[config.mk]
export PLATFORM = sky130hd
export DESIGN_NAME = uturn_motion_ctrl
export DESIGN_NICKNAME = d
export VERILOG_FILES = /design/src/rtl/uturn_pkg.sv /design/src/rtl/uturn_pwm_gen.sv /design/src/rtl/uturn_motion_ctrl.sv
export SDC_FILE = /design/constraint.sdc
export NUM_CORES = 1
export LEC_CHECK = 0
export ABC_AREA = 1
export BUFFER_PORTS_ARGS = -buffer_cell sky130_fd_sc_hd__buf_2
export CORE_MARGIN = 2
export CORE_UTILIZATION = 25
export DETAILED_ROUTE_END_ITERATION = 12
export PLACE_DENSITY_LB_ADDON = 0.2
export SETUP_SLACK_MARGIN = 0.02
export SLEW_MARGIN = 10
export SYNTH_ARGS = -nofsm -noshare
export SYNTH_HDL_FRONTEND = slang
export SYNTH_SLANG_ARGS = --single-unit
[constraint.sdc]
create_clock -name clk -period 3.77 [get_ports clk]
set_clock_uncertainty 0.2 [all_clocks]
set_input_delay 0.377 -clock clk [delete_from_list [all_inputs] [get_ports clk]]
set_output_delay 0.377 -clock clk [all_outputs]
set_load 0.05 [all_outputs]
[src/rtl/uturn_pkg.sv]
// Shared types and codes for the U-turn motion controller.
// Optional build macro: UTURN_TIMEOUT_EN adds the FAULT state.
package uturn_pkg;

   typedef enum logic [3:0] {
      ST_IDLE,
      ST_BRAKE1,
      ST_FWD_LEFT,
      ST_BRAKE2,
      ST_REV_RIGHT,
      ST_BRAKE3,
      ST_SEEK,
      ST_DONE
`ifdef UTURN_TIMEOUT_EN
      , ST_FAULT
`endif
   } state_t;

   localparam logic [1:0] STEER_CENTRE = 2'b00;
   localparam logic [1:0] STEER_LEFT   = 2'b01;
   localparam logic [1:0] STEER_RIGHT  = 2'b10;

   localparam logic [1:0] MOT_FWD   = 2'b10;
   localparam logic [1:0] MOT_REV   = 2'b01;
   localparam logic [1:0] MOT_BRAKE = 2'b00;

   // The servo block has no meaning for 11; treat it as centre.
   function automatic logic [1:0] steer_map(input logic [1:0] code);
      return (code == 2'b11) ? STEER_CENTRE : code;
   endfunction

endpackage

[src/rtl/uturn_pwm_gen.sv]
// Free-running PWM enable generator for the motor bridge.
// DUTY >= PERIOD gives a constant high, DUTY <= 0 a constant low.
module pwm_gen #(
   parameter int PERIOD = 2500,
   parameter int DUTY   = 1500
) (
   input  logic clk,
   input  logic rst,
   output logic pwm_on
);

   localparam int CW = (PERIOD > 1) ? $clog2(PERIOD) : 1;

   logic [CW-1:0] cnt;

   // Counter wraps at PERIOD-1.
   always_ff @(posedge clk or negedge rst) begin
      if (!rst)
         cnt <= '0;
      else if (cnt == CW'(PERIOD - 1))
         cnt <= '0;
      else
         cnt <= cnt + 1'b1;
   end

   if (DUTY >= PERIOD) begin : g_always_on
      assign pwm_on = 1'b1;
   end else if (DUTY <= 0) begin : g_never_on
      assign pwm_on = 1'b0;
   end else begin : g_compare
      assign pwm_on = (cnt < CW'(DUTY));
   end

endmodule

[src/rtl/uturn_motion_ctrl.sv]
// Three-point U-turn sequencer; passes the line-tracking commands
// through while idle. Optional build macro UTURN_TIMEOUT_EN bounds the
// SEEK phase and adds a FAULT state.
//
// state        | meaning
// IDLE         | tracking controller drives the outputs
// BRAKE1       | stop before turning
// FWD_LEFT     | forward arc, full left
// BRAKE2       | stop, wheels still left
// REV_RIGHT    | reverse arc, full right
// BRAKE3       | stop, wheels still right
// SEEK         | creep forward-left until the line is found
// DONE         | one-clk completion pulse
// FAULT        | line not found in time; waits for a new request
module uturn_motion_ctrl
   import uturn_pkg::*;
#(
   parameter int BRAKE_MS    = 100,
   parameter int FWD_MS      = 600,
   parameter int REV_MS      = 500,
   parameter int SEEK_MIN_MS = 200,
   parameter int SEEK_MAX_MS = 3000,
   parameter int PWM_PERIOD  = 2500,
   parameter int DUTY        = 1500,
   parameter int TIMER_W     = 12
) (
   input  logic       clk,
   input  logic       rst,
   input  logic       ms_tick,
   input  logic [3:0] ir,
   input  logic       en_uturn,
   input  logic [1:0] trk_motor_ctrl,
   input  logic [1:0] trk_motor_en,
   input  logic [1:0] trk_steer,
   output logic [1:0] motor_ctrl,
   output logic [1:0] motor_en,
   output logic [1:0] steer,
   output logic       uturn_finished,
   output logic       busy,
   output logic       fault
);

   if (SEEK_MAX_MS <= SEEK_MIN_MS) begin : g_bad_seek_cfg
      $error("SEEK_MAX_MS must exceed SEEK_MIN_MS");
   end

   state_t             state;
   state_t             state_next;
   logic [TIMER_W-1:0] timer;
   logic [3:0]         ir_m;
   logic [3:0]         ir_s;
   logic               en_q;
   logic               start;
   logic               pwm_on;
   logic               line_seen;
   logic               seek_ok;

   logic [1:0]         ctrl_d;
   logic [1:0]         en_d;
   logic [1:0]         steer_d;
   logic               fin_d;
   logic               busy_d;
`ifdef UTURN_TIMEOUT_EN
   logic               fault_d;
`endif

   logic               unused_ir;
   assign unused_ir = &{1'b0, ir_s[0], ir_s[3]};

   pwm_gen #(
      .PERIOD (PWM_PERIOD),
      .DUTY   (DUTY)
   ) u_pwm (
      .clk    (clk),
      .rst    (rst),
      .pwm_on (pwm_on)
   );

   // IR sensors are asynchronous; two-flop synchroniser.
   always_ff @(posedge clk or negedge rst) begin
      if (!rst) begin
         ir_m <= '0;
         ir_s <= '0;
      end else begin
         ir_m <= ir;
         ir_s <= ir_m;
      end
   end

   // Rising-edge detect on the request level.
   always_ff @(posedge clk or negedge rst) begin
      if (!rst)
         en_q <= 1'b0;
      else
         en_q <= en_uturn;
   end

   assign start     = en_uturn & ~en_q;
   assign line_seen = ir_s[1] | ir_s[2];
   assign seek_ok   = (timer >= TIMER_W'(SEEK_MIN_MS)) && line_seen;

   // Phase timer: cleared on state entry, saturates so an unbounded SEEK
   // never wraps back below the minimum.
   always_ff @(posedge clk or negedge rst) begin
      if (!rst)
         timer <= '0;
      else if (state_next != state)
         timer <= '0;
      else if (ms_tick && (timer != '1))
         timer <= timer + 1'b1;
   end

   // State register.
   always_ff @(posedge clk or negedge rst) begin
      if (!rst)
         state <= ST_IDLE;
      else
         state <= state_next;
   end

   // Next-state logic.
   always_comb begin
      state_next = state;
      case (state)
         ST_IDLE:
            if (start) state_next = ST_BRAKE1;
         ST_BRAKE1:
            if (ms_tick && (timer == TIMER_W'(BRAKE_MS - 1))) state_next = ST_FWD_LEFT;
         ST_FWD_LEFT:
            if (ms_tick && (timer == TIMER_W'(FWD_MS - 1))) state_next = ST_BRAKE2;
         ST_BRAKE2:
            if (ms_tick && (timer == TIMER_W'(BRAKE_MS - 1))) state_next = ST_REV_RIGHT;
         ST_REV_RIGHT:
            if (ms_tick && (timer == TIMER_W'(REV_MS - 1))) state_next = ST_BRAKE3;
         ST_BRAKE3:
            if (ms_tick && (timer == TIMER_W'(BRAKE_MS - 1))) state_next = ST_SEEK;
         ST_SEEK: begin
            // Detection is checked first so it wins over a coincident timeout.
            if (seek_ok)
               state_next = ST_DONE;
`ifdef UTURN_TIMEOUT_EN
            else if (ms_tick && (timer == TIMER_W'(SEEK_MAX_MS - 1)))
               state_next = ST_FAULT;
`endif
         end
         ST_DONE:
            state_next = ST_IDLE;
`ifdef UTURN_TIMEOUT_EN
         ST_FAULT:
            if (start) state_next = ST_BRAKE1;
`endif
         default:
            state_next = ST_IDLE;
      endcase
   end

   // Output decode; default is the brake pattern with the sequencer owning the bridge.
   always_comb begin
      ctrl_d  = MOT_BRAKE;
      en_d    = 2'b11;
      steer_d = STEER_CENTRE;
      fin_d   = 1'b0;
      busy_d  = 1'b1;
`ifdef UTURN_TIMEOUT_EN
      fault_d = 1'b0;
`endif
      case (state)
         ST_IDLE: begin
            ctrl_d  = trk_motor_ctrl;
            en_d    = trk_motor_en;
            steer_d = steer_map(trk_steer);
            busy_d  = 1'b0;
         end
         ST_FWD_LEFT: begin
            ctrl_d  = MOT_FWD;
            en_d    = {2{pwm_on}};
            steer_d = STEER_LEFT;
         end
         ST_BRAKE2:
            steer_d = STEER_LEFT;
         ST_REV_RIGHT: begin
            ctrl_d  = MOT_REV;
            en_d    = {2{pwm_on}};
            steer_d = STEER_RIGHT;
         end
         ST_BRAKE3:
            steer_d = STEER_RIGHT;
         ST_SEEK: begin
            ctrl_d  = MOT_FWD;
            en_d    = {2{pwm_on}};
            steer_d = STEER_LEFT;
         end
         ST_DONE:
            fin_d = 1'b1;
`ifdef UTURN_TIMEOUT_EN
         ST_FAULT:
            fault_d = 1'b1;
`endif
         default: begin
            ctrl_d  = MOT_BRAKE;
            en_d    = 2'b11;
            steer_d = STEER_CENTRE;
         end
      endcase
   end

   // Registered outputs.
   always_ff @(posedge clk or negedge rst) begin
      if (!rst) begin
         motor_ctrl     <= MOT_BRAKE;
         motor_en       <= 2'b00;
         steer          <= STEER_CENTRE;
         uturn_finished <= 1'b0;
         busy           <= 1'b0;
      end else begin
         motor_ctrl     <= ctrl_d;
         motor_en       <= en_d;
         steer          <= steer_d;
         uturn_finished <= fin_d;
         busy           <= busy_d;
      end
   end

`ifdef UTURN_TIMEOUT_EN
   // Fault flag register.
   always_ff @(posedge clk or negedge rst) begin
      if (!rst)
         fault <= 1'b0;
      else
         fault <= fault_d;
   end
`else
   assign fault = 1'b0;
`endif

endmodule

### Word-level counts from Yosys, hierarchy flattened

Cells that the tools add are included.

* register bits: 43
* bits in latches: 0
* memory bits (writable): 0
* ROM bits: 0
* input bits: 14
* memories kept: 0

* $add $sub $neg: 2
* $mul: 0
* divide/modulo/power cells: 0
* order comparisons: 2
* eq/ne operators: 14
* shifts and indexed selects: 0
* mux-type cells: 17
* bitwise operators: 3
* reductions and logical operators: 11

Operators with widths (count)
* 12-bit 2-to-1 mux: 3
* 4-bit 2-to-1 mux: 7
* 4-bit case mux with 7 select lines: 1
* 12-bit by 1-bit adder with 12-bit output (second input constant): 2
* 4-bit by 3-bit == test with 1-bit output (second input constant): 4
* 12-bit by 10-bit == test with 1-bit output (second input constant): 1
* 12-bit == test (second input constant): 1
* 12-bit by 7-bit == test with 1-bit output (second input constant): 1
* 12-bit by 9-bit == test with 1-bit output (second input constant): 1
* 12-bit by 8-bit greater-or-equal comparator with 1-bit output (second input constant): 1
* 12-bit by 11-bit < comparator with 1-bit output (second input constant): 1
* 12-bit != test (second input constant): 1
* 2-bit case mux with 3 select lines: 2
* 4-bit by 2-bit == test with 1-bit output (second input constant): 2
* 3-bit OR reduction: 2
* 1-bit logical AND: 5
* 4-bit by 1-bit == test with 1-bit output (second input constant): 1
* 4-bit logical NOT: 1
* 4-bit != test: 1
* 2-bit case mux with 2 select lines: 1
* 2-bit OR reduction: 2
* 2-bit == test (second input constant): 1
* 1-bit 2-to-1 mux: 2
* 2-bit 2-to-1 mux: 1
* 4 further kinds: 4

### Longest topological paths before layout

Gate-level depths: netlist of run 1.

* depth in word-level cells: 6
* gate-level depth with buffers: 12
* gate-level depth less buffers: 12

### Hierarchy

From an unflattened synthesis of run 1, not the netlist that was laid out.

* cells, all modules: 283
* area, all modules: 2258.4 sq um

Modules (own cells, without submodules)
* uturn_motion_ctrl: instances 1, cells each 189, area each 1576.5 sq um
* pwm_gen: instances 1, cells each 94, area each 681.9 sq um

### Worst setup path after synthesis of run 1

Ideal clock, no wire load.

* path kind: register -> register
* start point: reg timer[0]
* end point: reg timer[7]
* arrival: 1.389 ns
* data required time: 3.448 ns
* path slack: 2.058 ns
* stages on the path, launching flop included: 12
* buffers on the path: 0
* period minus slack after synthesis: 1.712 ns
* cells stage by stage: dfrtp_1 ha_1 nand2_1 inv_1 nand2_1 nor2_2 nand2_2 nand2_2 inv_2 nand3_1 o21ai_0 nor2_2

* cells in the longest elaborated chain, start to end: 6
* elaborated cells between the ends (all ways): 22
* classes of those cells: add/sub: 1; order compare: 1; eq/ne: 5; mux: 9; reduce/logical: 6

Ends and longest elaborated chain
* from (decl): RTL line uturn_motion_ctrl.sv:49 `logic [TIMER_W-1:0] timer;`
* from (signal assigned): RTL line uturn_motion_ctrl.sv:110 `timer <= timer + 1'b1;`
* 12-bit by 8-bit greater-or-equal comparator with 1-bit output (tied with other cells): RTL line uturn_motion_ctrl.sv:100 `assign seek_ok = (timer >= TIMER_W'(SEEK_MIN_MS)) && line_seen;`
* 1-bit logical AND (on tied branches)
* 4-bit 2-to-1 mux (tied with other cells): RTL line uturn_motion_ctrl.sv:139 `if (seek_ok)`
* 4-bit case mux with 7 select lines: RTL line uturn_motion_ctrl.sv:124 `case (state)`
* 4-bit != test: RTL line uturn_motion_ctrl.sv:107 `else if (state_next != state)`
* 12-bit 2-to-1 mux or 2-bit nonzero test (tied branches)

Several ways; a longest one is shown, not always the timed one. The select of a mux whose other input is x is not followed.
A chain may end at the register's enable or synchronous reset.

### Final worst setup path of run 1

* start point: reg timer[0]
* end point: reg timer[10]

Same word-level chain as after synthesis.

==> results of run 1 <==
## layout make-up
cell class | count | area share
Tap cell | 105 | 0.05341
Clock inverter | 2 | 0.006104
Clock buffer | 6 | 0.02950
Inverter | 42 | 0.06409
Sequential cell | 41 | 0.4171
Timing Repair Buffer | 22 | 0.05086
Multi-Input combinational cell | 190 | 0.3789
## worst register-to-register path, delay by kind of cell, from the launching register on
family	cells	cell delay, ns
and+or+nand+nor	9	0.95
buffers and inverters	1	0.05
DFF	1	0.41
adders and majority gates	1	0.26
## worst max path at each step
stage,cells after the start,to,slack (ns),startpoint
global route,11,timer[7]$_DFFE_PN0P_,1.61,timer[0]$_DFFE_PN0P_
finish,11,timer[10]$_DFFE_PN0P_,1.79,timer[0]$_DFFE_PN0P_
floorplan,11,timer[7]$_DFFE_PN0P_,2.06,timer[0]$_DFFE_PN0P_
CTS,11,timer[10]$_DFFE_PN0P_,1.78,timer[0]$_DFFE_PN0P_
global placement,11,timer[7]$_DFFE_PN0P_,1.80,timer[0]$_DFFE_PN0P_
detailed placement,11,timer[10]$_DFFE_PN0P_,1.80,timer[0]$_DFFE_PN0P_
## logic make-up (layout without fill, tap and decap cells)
logic type	count (synthesis)	in the layout	synth area share
AO/OA/AOI/OAI	17	17	0.04690
XOR/XNOR	8	8	0.03283
adder cells (fa/ha/maj)	3	3	0.01759
buffers and inverters	45	72	0.08441
flip-flops	41	41	0.4807
other	1	2	0.001757
AND/OR/NAND/NOR	160	160	0.3359
## Yosys cell counts, types with 2 or more instances
library cell,number
nor2_2,18
nand4_1,5
ha_1,3
nand2_1,68
inv_2,5
a21oi_1,4
nand3_1,18
nor3_1,9
dfrtp_1,41
nor2_1,34
o21ai_0,8
inv_1,37
nand2_2,5
xor2_1,6
xnor2_1,2
## stage by stage
stage | hold slack, ns | setup slack, ns | cells | cell area (um2)
2_1_floorplan | -0.1186 | 2.058 | 276 | 2138
3_3_place_gp | 0.1353 | 1.805 | 397 | 2342
3_5_place_dp | 0.1411 | 1.800 | 397 | 2342
4_1_cts | 0.002176 | 1.777 | 407 | 2450
5_1_grt | 0.06741 | 1.609 | 408 | 2460
6_report | 0.006489 | 1.792 | 408 | 2460
## state kept, by name (all words and copies together), names as in the netlist
register and flops:
ir_m 2, motor_en 2, timer 12, motor_ctrl 2, ir_s 2, u_pwm.cnt 12, state 4, uturn_finished 1
steer 2, busy 1, en_q 1
## power by group
part           switching, W  internal, W  leakage, nW
Combinational     0.0000564    0.0000192        0.557
Sequential       0.00000541     0.000450        0.531
Clock              0.000166     0.000131       0.0374
Total              0.000228     0.000600         1.13
## per-layer routing
| layer | track usage | share of wire | vias to the layer above |
|---|---|---|---|
| met4 | 0.04108 | 0.016 | 0 |
| met5 | 0 | 0 | - |
| met2 | 0.1672 | 0.44 | 20 |
| li1 | - | - | 906 |
| met3 | 0.02327 | 0.029 | 6 |
| met1 | 0.1499 | 0.51 | 796 |
==> flow_summary_export.csv, run 1 <==
group,metric,value,unit
detailed_routing,drc,0,
placed_design,numPortBuffers,19,
clock_network,clk_pin_slew,0.09,ns
detailed_routing,first_pass_iters,4,
clock_network,worstSkewPairLatency,0.30,ns
sta,hold_viol_final,0,
worst_setup_path,rr_startpoint,"timer[0]$_DFFE_PN0P_",
power_and_ir_drop,finalPower,0.0008277,W
sta,worst_slew_pin_slew,0.9160,ns
worst_setup_path,cp-end-kind,"register",
worst_setup_path,crit_buf_inv,1,
die,die-area,9293,um2
synthesis,synth_edf_count,0,
worst_setup_path,slowest_delay,0.41,ns
worst_setup_path,reg2reg_to,"timer[10]$_DFFE_PN0P_",
sta,max_freq,505.5,MHz
clock_network,cts-resized-gates,0,
final_layout,fin_util,0.2979,
synthesis,yosys_warnings,0,
sta,slew_violations,0,
synthesis,synth_cells,275,
worst_setup_path,path_delay_family,"simple AND/OR/NAND/NOR gates",
power_and_ir_drop,powerDensity,336.5,nW/um2
die,die_h,96.40,um
power_and_ir_drop,ir_drop,0.0001427,V
clock_network,hold_buffers,2,
worst_setup_path,worstPathRequired,3.75,ns
die,core_area,8258,um2
final_layout,layout_common_cells,"68 x nand2_1, 41 x dfrtp_1, 37 x inv_1",
clock_network,numCtsBuffers,5,
run_status,status,"completed",
final_layout,syn2layout_area_growth,15.24,%
final_layout,multiInputGateArea,932.1,um2
die,rows,33,
worst_setup_path,crit_top_cell,"nand2_1",
clock_network,cts_setup_buffers,0,
sta,fin_crit_sh,0.5247,
clock_network,root_buffer,"clkbuf_8",
hold_path,hp-class,"in2async",
global_route,grt_pass1_vias,1685,
sta,rsz0062_at_grt,"false",
power_and_ir_drop,power_leakage,1.126,nW
worst_setup_path,path_class,"reg2reg",
detailed_routing,vias,1728,
synthesis,yosysSeqAreaShare,0.4807,
synthesis,synth.area.top_cells,"dfrtp_1 48%, nand2_1 12%, inv_1 6.5%",
placed_design,hpwl,3311,um
worst_setup_path,arrival,1.96,ns
synthesis,syn_area,2135,um2
synthesis,async_flop_share,1.000,
clock_network,clkSinkCount,41,
final_layout,fin_nets,319,
worst_setup_path,ff2ff_setup_slack,1.79,ns
sta,setup_tns,0,ns
clock_network,cts_tree,"built",
sta,slew_headroom,0.3894,
final_layout,layout_commonest_cell,"nand2_1",
global_route,track_usage,0.1088,
worst_setup_path,critPathLaunchType,"register",
clock_network,cts_max_level,2,
final_layout,seqCellArea,1026,um2
global_route,grt.overflow.total,0,
synthesis,synthFlopType,"dfrtp_1",
worst_setup_path,path_cells,"ha_1 -> nand2_1 -> inv_1 -> nand2_1 -> nor2_2 -> nand2_2 -> nand3_2 -> nor2_1 -> nand3_1 -> nand2_1 -> nor2_2",
synthesis,ys_seq_elements,41,
final_layout,diodes,0,
detailed_routing,routedWlPerCell,10.93,um
global_route,grt_max_degree,42,
die,die_w,96.40,um
detailed_routing,final_antenna_net_count,0,
die,initial_utilization,0.2585,
worst_setup_path,cp_max_fo,4,
worst_setup_path,cpMaxStageDelayCell,"dfrtp_1",
die,io_pins,23,
detailed_routing,vias_per_cell,4.235,
final_layout,drive_gt1_frac,0.1848,
global_route,grt_first_pass_wirelength,7831,um
worst_setup_path,worstRegToRegCells,11,
final_layout,fillers,927,
synthesis,synth_top_area_frac,0.4807,
flow_run,drv_cap,0,
synthesis,ys_types,27,
sta,setup_viol,0,
synthesis,yosysTopAreaCell,"dfrtp_1",
clock_network,clockBufferDepth,2,
synthesis,synth_area_per_cell,7.762,um2
sta,min_period,1.978,ns
detailed_routing,first_iter_violations,118,
global_route,antenna_found_initial,0,
placed_design,gp_congestion,0.8391,
detailed_routing,wl,4460,um
No activity file was read; power rests on OpenSTA's default activity.
==> inputs of run 2 (changes only) <==
==> constraint.sdc (replaced) <==
create_clock -name clk -period 2 [get_ports clk]
set_clock_uncertainty 0.2 [all_clocks]
set_input_delay 0.2 -clock clk [delete_from_list [all_inputs] [get_ports clk]]
set_output_delay 0.2 -clock clk [all_outputs]
set_load 0.05 [all_outputs]
==> run 2 against run 1 <==
Combinational power increased by 130%. Wire length increased by 2.4%. Maximum frequency increased by 7.2%. Cell count increased by 3.7%. First-iteration DRC count decreased by 27%.
==> flow_summary_export.csv, run 2 (synthesized netlist as in run 1, its figures left out) <==
group,metric,value,unit
run_status,status,"completed",
power_and_ir_drop,ir_drop,0.0002464,V
clock_network,clkSinkCount,41,
clock_network,root_buffer,"clkbuf_8",
worst_setup_path,cp_max_fo,7,
sta,setup_viol,0,
flow_run,drv_cap,0,
worst_setup_path,worstRegToRegCells,11,
die,rows,33,
final_layout,layout_common_cells,"68 x nand2_1, 41 x dfrtp_1, 37 x inv_1",
placed_design,hpwl,3406,um
global_route,use_met3,0.02560,
placed_design,post_dp_cell_area,2427,um2
detailed_routing,vias_per_cell,4.177,
power_and_ir_drop,power_switching,0.0004269,W
global_route,antenna_found_initial,0,
detailed_routing,vias,1767,
clock_network,numCtsBuffers,5,
power_and_ir_drop,power_frac_comb,0.102,
final_layout,fin_nets,334,
clock_network,worstSkewPairLatency,0.30,ns
worst_setup_path,slowest_delay,0.41,ns
worst_setup_path,crit_start,"timer[1]$_DFFE_PN0P_",
power_and_ir_drop,p_int,0.001285,W
die,die-area,9293,um2
power_and_ir_drop,powerDensity,646.2,nW/um2
worst_setup_path,cp-endpoint,"timer[7]$_DFFE_PN0P_",
detailed_routing,first_iter_violations,86,
detailed_routing,wl,4569,um
power_and_ir_drop,finalPower,0.001712,W
worst_setup_path,reg2reg_to,"timer[7]$_DFFE_PN0P_",
final_layout,diodes,0,
global_route,grt.busiest_layer,"met2",
hold_path,hp-class,"in2reg",
worst_setup_path,arrival,1.83,ns
global_route,grt_first_pass_wirelength,8231,um
sta,fin_crit_sh,0.9227,
detailed_routing,first_pass_iters,4,
sta,max_freq,541.9,MHz
detailed_routing,routedWlPerCell,10.80,um
power_and_ir_drop,p_clk_frac,0.397,
sta,min_period,1.845,ns
worst_setup_path,cpMaxStageDelayCell,"dfrtp_1",
sta,slew_violations,0,
sta,rsz0062_at_grt,"false",
clock_network,cts_tree,"built",
die,initial_utilization,0.2585,
worst_setup_path,path_delay_family,"simple AND/OR/NAND/NOR gates",
worst_setup_path,critPathLaunchType,"register",
die,io_pins,23,
sta,setup_tns,0,ns
global_route,grt.overflow.total,0,
worst_setup_path,ff2ff_setup_slack,0.15,ns
clock_network,clk_pin_slew,0.08,ns
placed_design,numPortBuffers,19,
final_layout,syn2layout_area_growth,24.09,%
final_layout,post-route-cell-area,2649,um2
power_and_ir_drop,power_frac_seq,0.501,
detailed_routing,drc,0,
die,core_area,8258,um2
clock_network,clockBufferDepth,2,
die,die_w,96.40,um
power_and_ir_drop,power_leakage,1.221,nW
clock_network,cts_setup_buffers,0,
placed_design,gp_congestion,0.8329,
power_and_ir_drop,swShare,0.2494,
final_layout,drive_gt1_frac,0.2075,
final_layout,reg.largest.list,"timer: 12 flops, u_pwm.cnt: 12 flops, state: 4 flops",
final_layout,layout_commonest_cell,"nand2_1",
global_route,use_met2,0.1759,
clock_network,cts_max_level,2,
worst_setup_path,worst-path-stages,11,
global_route,grt_max_degree,23,
global_route,met1_usage,0.1543,
worst_setup_path,path_cells,"ha_2 -> nand2_1 -> inv_1 -> nand2_1 -> nor2_2 -> nand2_2 -> nand2_2 -> inv_2 -> nand3_1 -> o21ai_0 -> nor2_2",
global_route,track_usage,0.1129,
worst_setup_path,crit_buf_inv,2,
worst_setup_path,worstPathRequired,1.98,ns
die,die_h,96.40,um
sta,hold_viol_final,0,
worst_setup_path,cp-end-kind,"register",
global_route,grt_pass1_vias,1811,
worst_setup_path,path_class,"reg2reg",
worst_setup_path,rr_startpoint,"timer[1]$_DFFE_PN0P_",
detailed_routing,final_antenna_net_count,0,
==> run 2: cell types whose count changed in the layout (fill, tap and decap cells not counted), moves of 2 or more <==
cell / change
buf_12: +2
buf_4: +6
clkinvlp_4: -2
dlygate4sd3_1: +7
==> run 2: metal layers <==
layer  share of wire  wire length [um]  vias to the layer above
li1                -                 -                      935
met1            0.49              2260                      805
met2            0.46              2122                       21
met3           0.025               115                        6
met4           0.015                70                        0
met5               0                 0                        -
==> run 2: worst min-delay path: stages <==
cell,delay [ns]
buf_2,0.15
nand2_1,0.10
nand2_1,0.05
==> run 2: how the worst min path moves through the flow <==
stage | from | end | slack (ns) | depth (start not counted)
after global routing | ms_tick | state[0]$_DFF_PN0_ | 0.06 | 3
final | ms_tick | state[0]$_DFF_PN0_ | 0.05 | 3
after floorplan | rst | busy$_DFF_PN0_ | -0.30 | 0
after CTS | ms_tick | state[0]$_DFF_PN0_ | 0.04 | 3
after detailed placement | rst | u_pwm.cnt[3]$_DFF_PN0_ | -0.004 | 1
after global placement | rst | u_pwm.cnt[3]$_DFF_PN0_ | -0.008 | 1
==> run 2: metrics by stage <==
stage | std cells | hold WS [ns] | util | worst slack, ns
global route | 423 | 0.05625 | 0.3208 | 0.03975
CTS | 423 | 0.03948 | 0.3195 | 0.1024
finish | 423 | 0.05409 | 0.3208 | 0.1546
global placement | 405 | -0.008230 | 0.2939 | 0.1545
floorplan | 276 | -0.2956 | - | 0.2885
detailed placement | 405 | -0.004161 | 0.2939 | 0.1292
==> run 2: layout make-up <==
type | count | area [um2]
flip-flops and latches | 41 | 1026
multi-input cells | 190 | 942.2
repair buffers | 37 | 280.3
clock buffers | 6 | 72.57
fillers | 900 | 5609
clock inverters | 2 | 38.79
inverters | 42 | 157.7
well taps | 105 | 131.4
==> run 2: repair_timing <==
action                                  CTS  global route
endpoints found under the setup margin    0             5
hold buffers                             10             0
resized for setup                         0             2
hold endpoints to repair                 28             0
==> run 2: power groups by stage <==
stage,Sequential (W),Clock [W],Combinational [W]
4_1_cts,0.000858,0.000714,0.000178
6_report,0.000858,0.000680,0.000174
5_1_grt,0.000861,0.000746,0.000195
3_5_place_dp,0.000875,0,0.000162
2_1_floorplan,0.000908,0,0.0000599
3_3_place_gp,0.000874,0,0.000163
==> inputs of run 3 (changes only) <==
--- a/config.mk
+++ b/config.mk
@@ -6,7 +6,7 @@
 export NUM_CORES = 1
 export LEC_CHECK = 0
 export ABC_AREA = 1
-export BUFFER_PORTS_ARGS = -buffer_cell sky130_fd_sc_hd__buf_2
+export BUFFER_PORTS_ARGS = -buffer_cell sky130_fd_sc_hd__buf_4
 export CORE_MARGIN = 2
 export CORE_UTILIZATION = 25
 export DETAILED_ROUTE_END_ITERATION = 12
==> run 3 against run 2 <==
Cell area is 1.4% higher. Wire length is 2.6% lower. Non-clock buffer count stayed put. Maximum frequency rose by 1.3%. Largest cell class unchanged. Largest power group unchanged.
==> flow_summary_export.csv, run 3 (synthesized netlist as in run 1, its figures left out) <==
group,metric,value,unit
sta,setup_ws,0.1780,ns
placed_design,hpwl,3256,um
worst_setup_path,cp-endpoint,"timer[6]$_DFFE_PN0P_",
worst_setup_path,arrival,1.81,ns
global_route,antenna_found_initial,0,
global_route,grt.overflow.total,0,
final_layout,diodes,0,
clock_network,clockBufferDepth,2,
power_and_ir_drop,p_int,0.001293,W
clock_network,cts_max_level,2,
worst_setup_path,reg2reg_to,"timer[6]$_DFFE_PN0P_",
die,io_pins,23,
global_route,grt_first_pass_wirelength,7734,um
run_status,status,"completed",
final_layout,layout_commonest_cell,"nand2_1",
sta,slew_headroom,0.6596,
sta,max_freq,548.8,MHz
worst_setup_path,ff2ff_setup_slack,0.18,ns
die,initial_utilization,0.2585,
worst_setup_path,path_class,"reg2reg",
clock_network,root_buffer,"clkbuf_8",
detailed_routing,vias_per_cell,4.149,
clock_network,cts_tree,"built",
die,die_w,96.40,um
flow_run,drv_cap,0,
detailed_routing,drc,0,
power_and_ir_drop,power_switching,0.0004356,W
sta,worst_slew_pin_slew,0.5106,ns
worst_setup_path,worstPathRequired,1.99,ns
final_layout,drive_gt1_frac,0.2044,
placed_design,post_dp_cell_area,2462,um2
sta,rsz0062_at_grt,"false",
final_layout,fillers,884,
global_route,grt_max_degree,42,
worst_setup_path,critPathLaunchType,"register",
detailed_routing,final_antenna_net_count,0,
placed_design,numPortBuffers,19,
detailed_routing,wl,4452,um
final_layout,post-route-cell-area,2686,um2
sta,setup_viol,0,
power_and_ir_drop,swShare,0.2520,
sta,setup_tns,0,ns
global_route,track_usage,0.1074,
sta,slew_violations,0,
sta,min_period,1.822,ns
detailed_routing,first_pass_iters,4,
power_and_ir_drop,power_frac_seq,0.497,
power_and_ir_drop,power_frac_comb,0.104,
clock_network,clk_pin_slew,0.08,ns
worst_setup_path,crit_start,"timer[1]$_DFFE_PN0P_",
power_and_ir_drop,powerDensity,643.4,nW/um2
power_and_ir_drop,power_leakage,1.230,nW
die,core_area,8258,um2
placed_design,gp_congestion,0.8193,
global_route,grt_pass1_vias,1701,
final_layout,layout_common_cells,"68 x nand2_1, 41 x dfrtp_1, 37 x inv_1",
clock_network,cts_setup_buffers,0,
detailed_routing,routedWlPerCell,10.52,um
detailed_routing,first_iter_violations,74,
sta,fin_crit_sh,0.9110,
clock_network,numCtsBuffers,5,
sta,hold_viol_final,0,
final_layout,reg.largest.list,"timer: 12 flops, u_pwm.cnt: 12 flops, state: 4 flops",
worst_setup_path,rr_startpoint,"timer[1]$_DFFE_PN0P_",
detailed_routing,vias,1755,
die,die_h,96.40,um
final_layout,fin_nets,334,
clock_network,worstSkewPairLatency,0.30,ns
die,die-area,9293,um2
hold_path,hp-class,"in2reg",
die,rows,33,
power_and_ir_drop,ir_drop,0.0002463,V
placed_design,dp_slack,0.1151,ns
worst_setup_path,cp_max_fo,4,
final_layout,syn2layout_area_growth,25.85,%
clock_network,clkSinkCount,41,
worst_setup_path,cp-end-kind,"register",
worst_setup_path,worstRegToRegCells,11,
power_and_ir_drop,p_clk_frac,0.398,
[run 3: cell types whose count changed in the layout (fill, tap and decap cells not counted)]
| cell | previous run | this run |
|---|---|---|
| buf_4 | 6 | 26 |
| buf_2 | 19 | 0 |
| buf_12 | 2 | 1 |
| ha_2 | 1 | 0 |
| ha_4 | 0 | 1 |
| o21ai_0 | 8 | 7 |
| o21ai_1 | 1 | 2 |
| xnor2_1 | 1 | 2 |
| xnor2_2 | 1 | 0 |
[run 3: power groups by stage]
stage                     Clock [W]  Combinational [W]  Sequential (W)
after floorplan                   0          0.0000599        0.000908
after global placement            0           0.000169        0.000874
after detailed placement          0           0.000170        0.000875
after CTS                  0.000716           0.000185        0.000858
after global routing       0.000742           0.000200        0.000863
final                      0.000689           0.000180        0.000860
[run 3: worst min-delay path by stage]
stage	cells past startpoint	startpoint	endpoint
CTS	3	ms_tick	state[0]$_DFF_PN0_
floorplan	0	rst	busy$_DFF_PN0_
finish	3	ms_tick	state[0]$_DFF_PN0_
global route	3	ms_tick	state[0]$_DFF_PN0_
global placement	1	rst	u_pwm.cnt[3]$_DFF_PN0_
detailed placement	1	rst	u_pwm.cnt[3]$_DFF_PN0_
[run 3: cell type report]
| class | instances | area, um2 | share of cell area |
|---|---|---|---|
| inverter | 42 | 157.7 | 0.05869 |
| multi-input combinational | 190 | 944.7 | 0.3517 |
| sequential | 41 | 1026 | 0.3819 |
| clock inverter | 2 | 38.79 | 0.01444 |
| clock buffer | 6 | 72.57 | 0.02701 |
| tap | 105 | 131.4 | 0.04891 |
| timing repair buffer | 37 | 315.3 | 0.1174 |
[run 3: layer usage]
layer / track usage / share of wire
met5: 0 / 0
met2: 0.1725 / 0.45
met1: 0.1412 / 0.50
met4: 0.03873 / 0.018
met3: 0.02560 / 0.034
[run 3: repair_timing]
| action | in CTS | in global routing |
|---|---|---|
| resized for setup | 0 | 3 |
| hold buffers | 10 | 0 |
| endpoints found under the hold margin | 50 | 0 |
| endpoints found under the setup margin | 0 | 11 |
[run 3: critical path, stage by stage, from the launching register on]
cell	delay, ns
dfrtp_1	0.41
ha_4	0.17
nand2_1	0.05
inv_1	0.08
nand2_1	0.06
nor2_2	0.14
nand2_2	0.09
nand3_2	0.09
nor2_1	0.05
buf_4	0.14
xnor2_1	0.18
nor2_2	0.06
[run 3: metrics by stage]
step / cells / hold slack (ns) / utilization / power [W]
floorplan: 276 / -0.2956 / - / 0.0009682
global placement: 405 / 0.02042 / 0.2982 / 0.001043
detailed placement: 405 / 0.02468 / 0.2982 / 0.001045
CTS: 423 / 0.002143 / 0.3238 / 0.001759
global route: 423 / 0.01211 / 0.3253 / 0.001805
finish: 423 / 0.01254 / 0.3253 / 0.001728
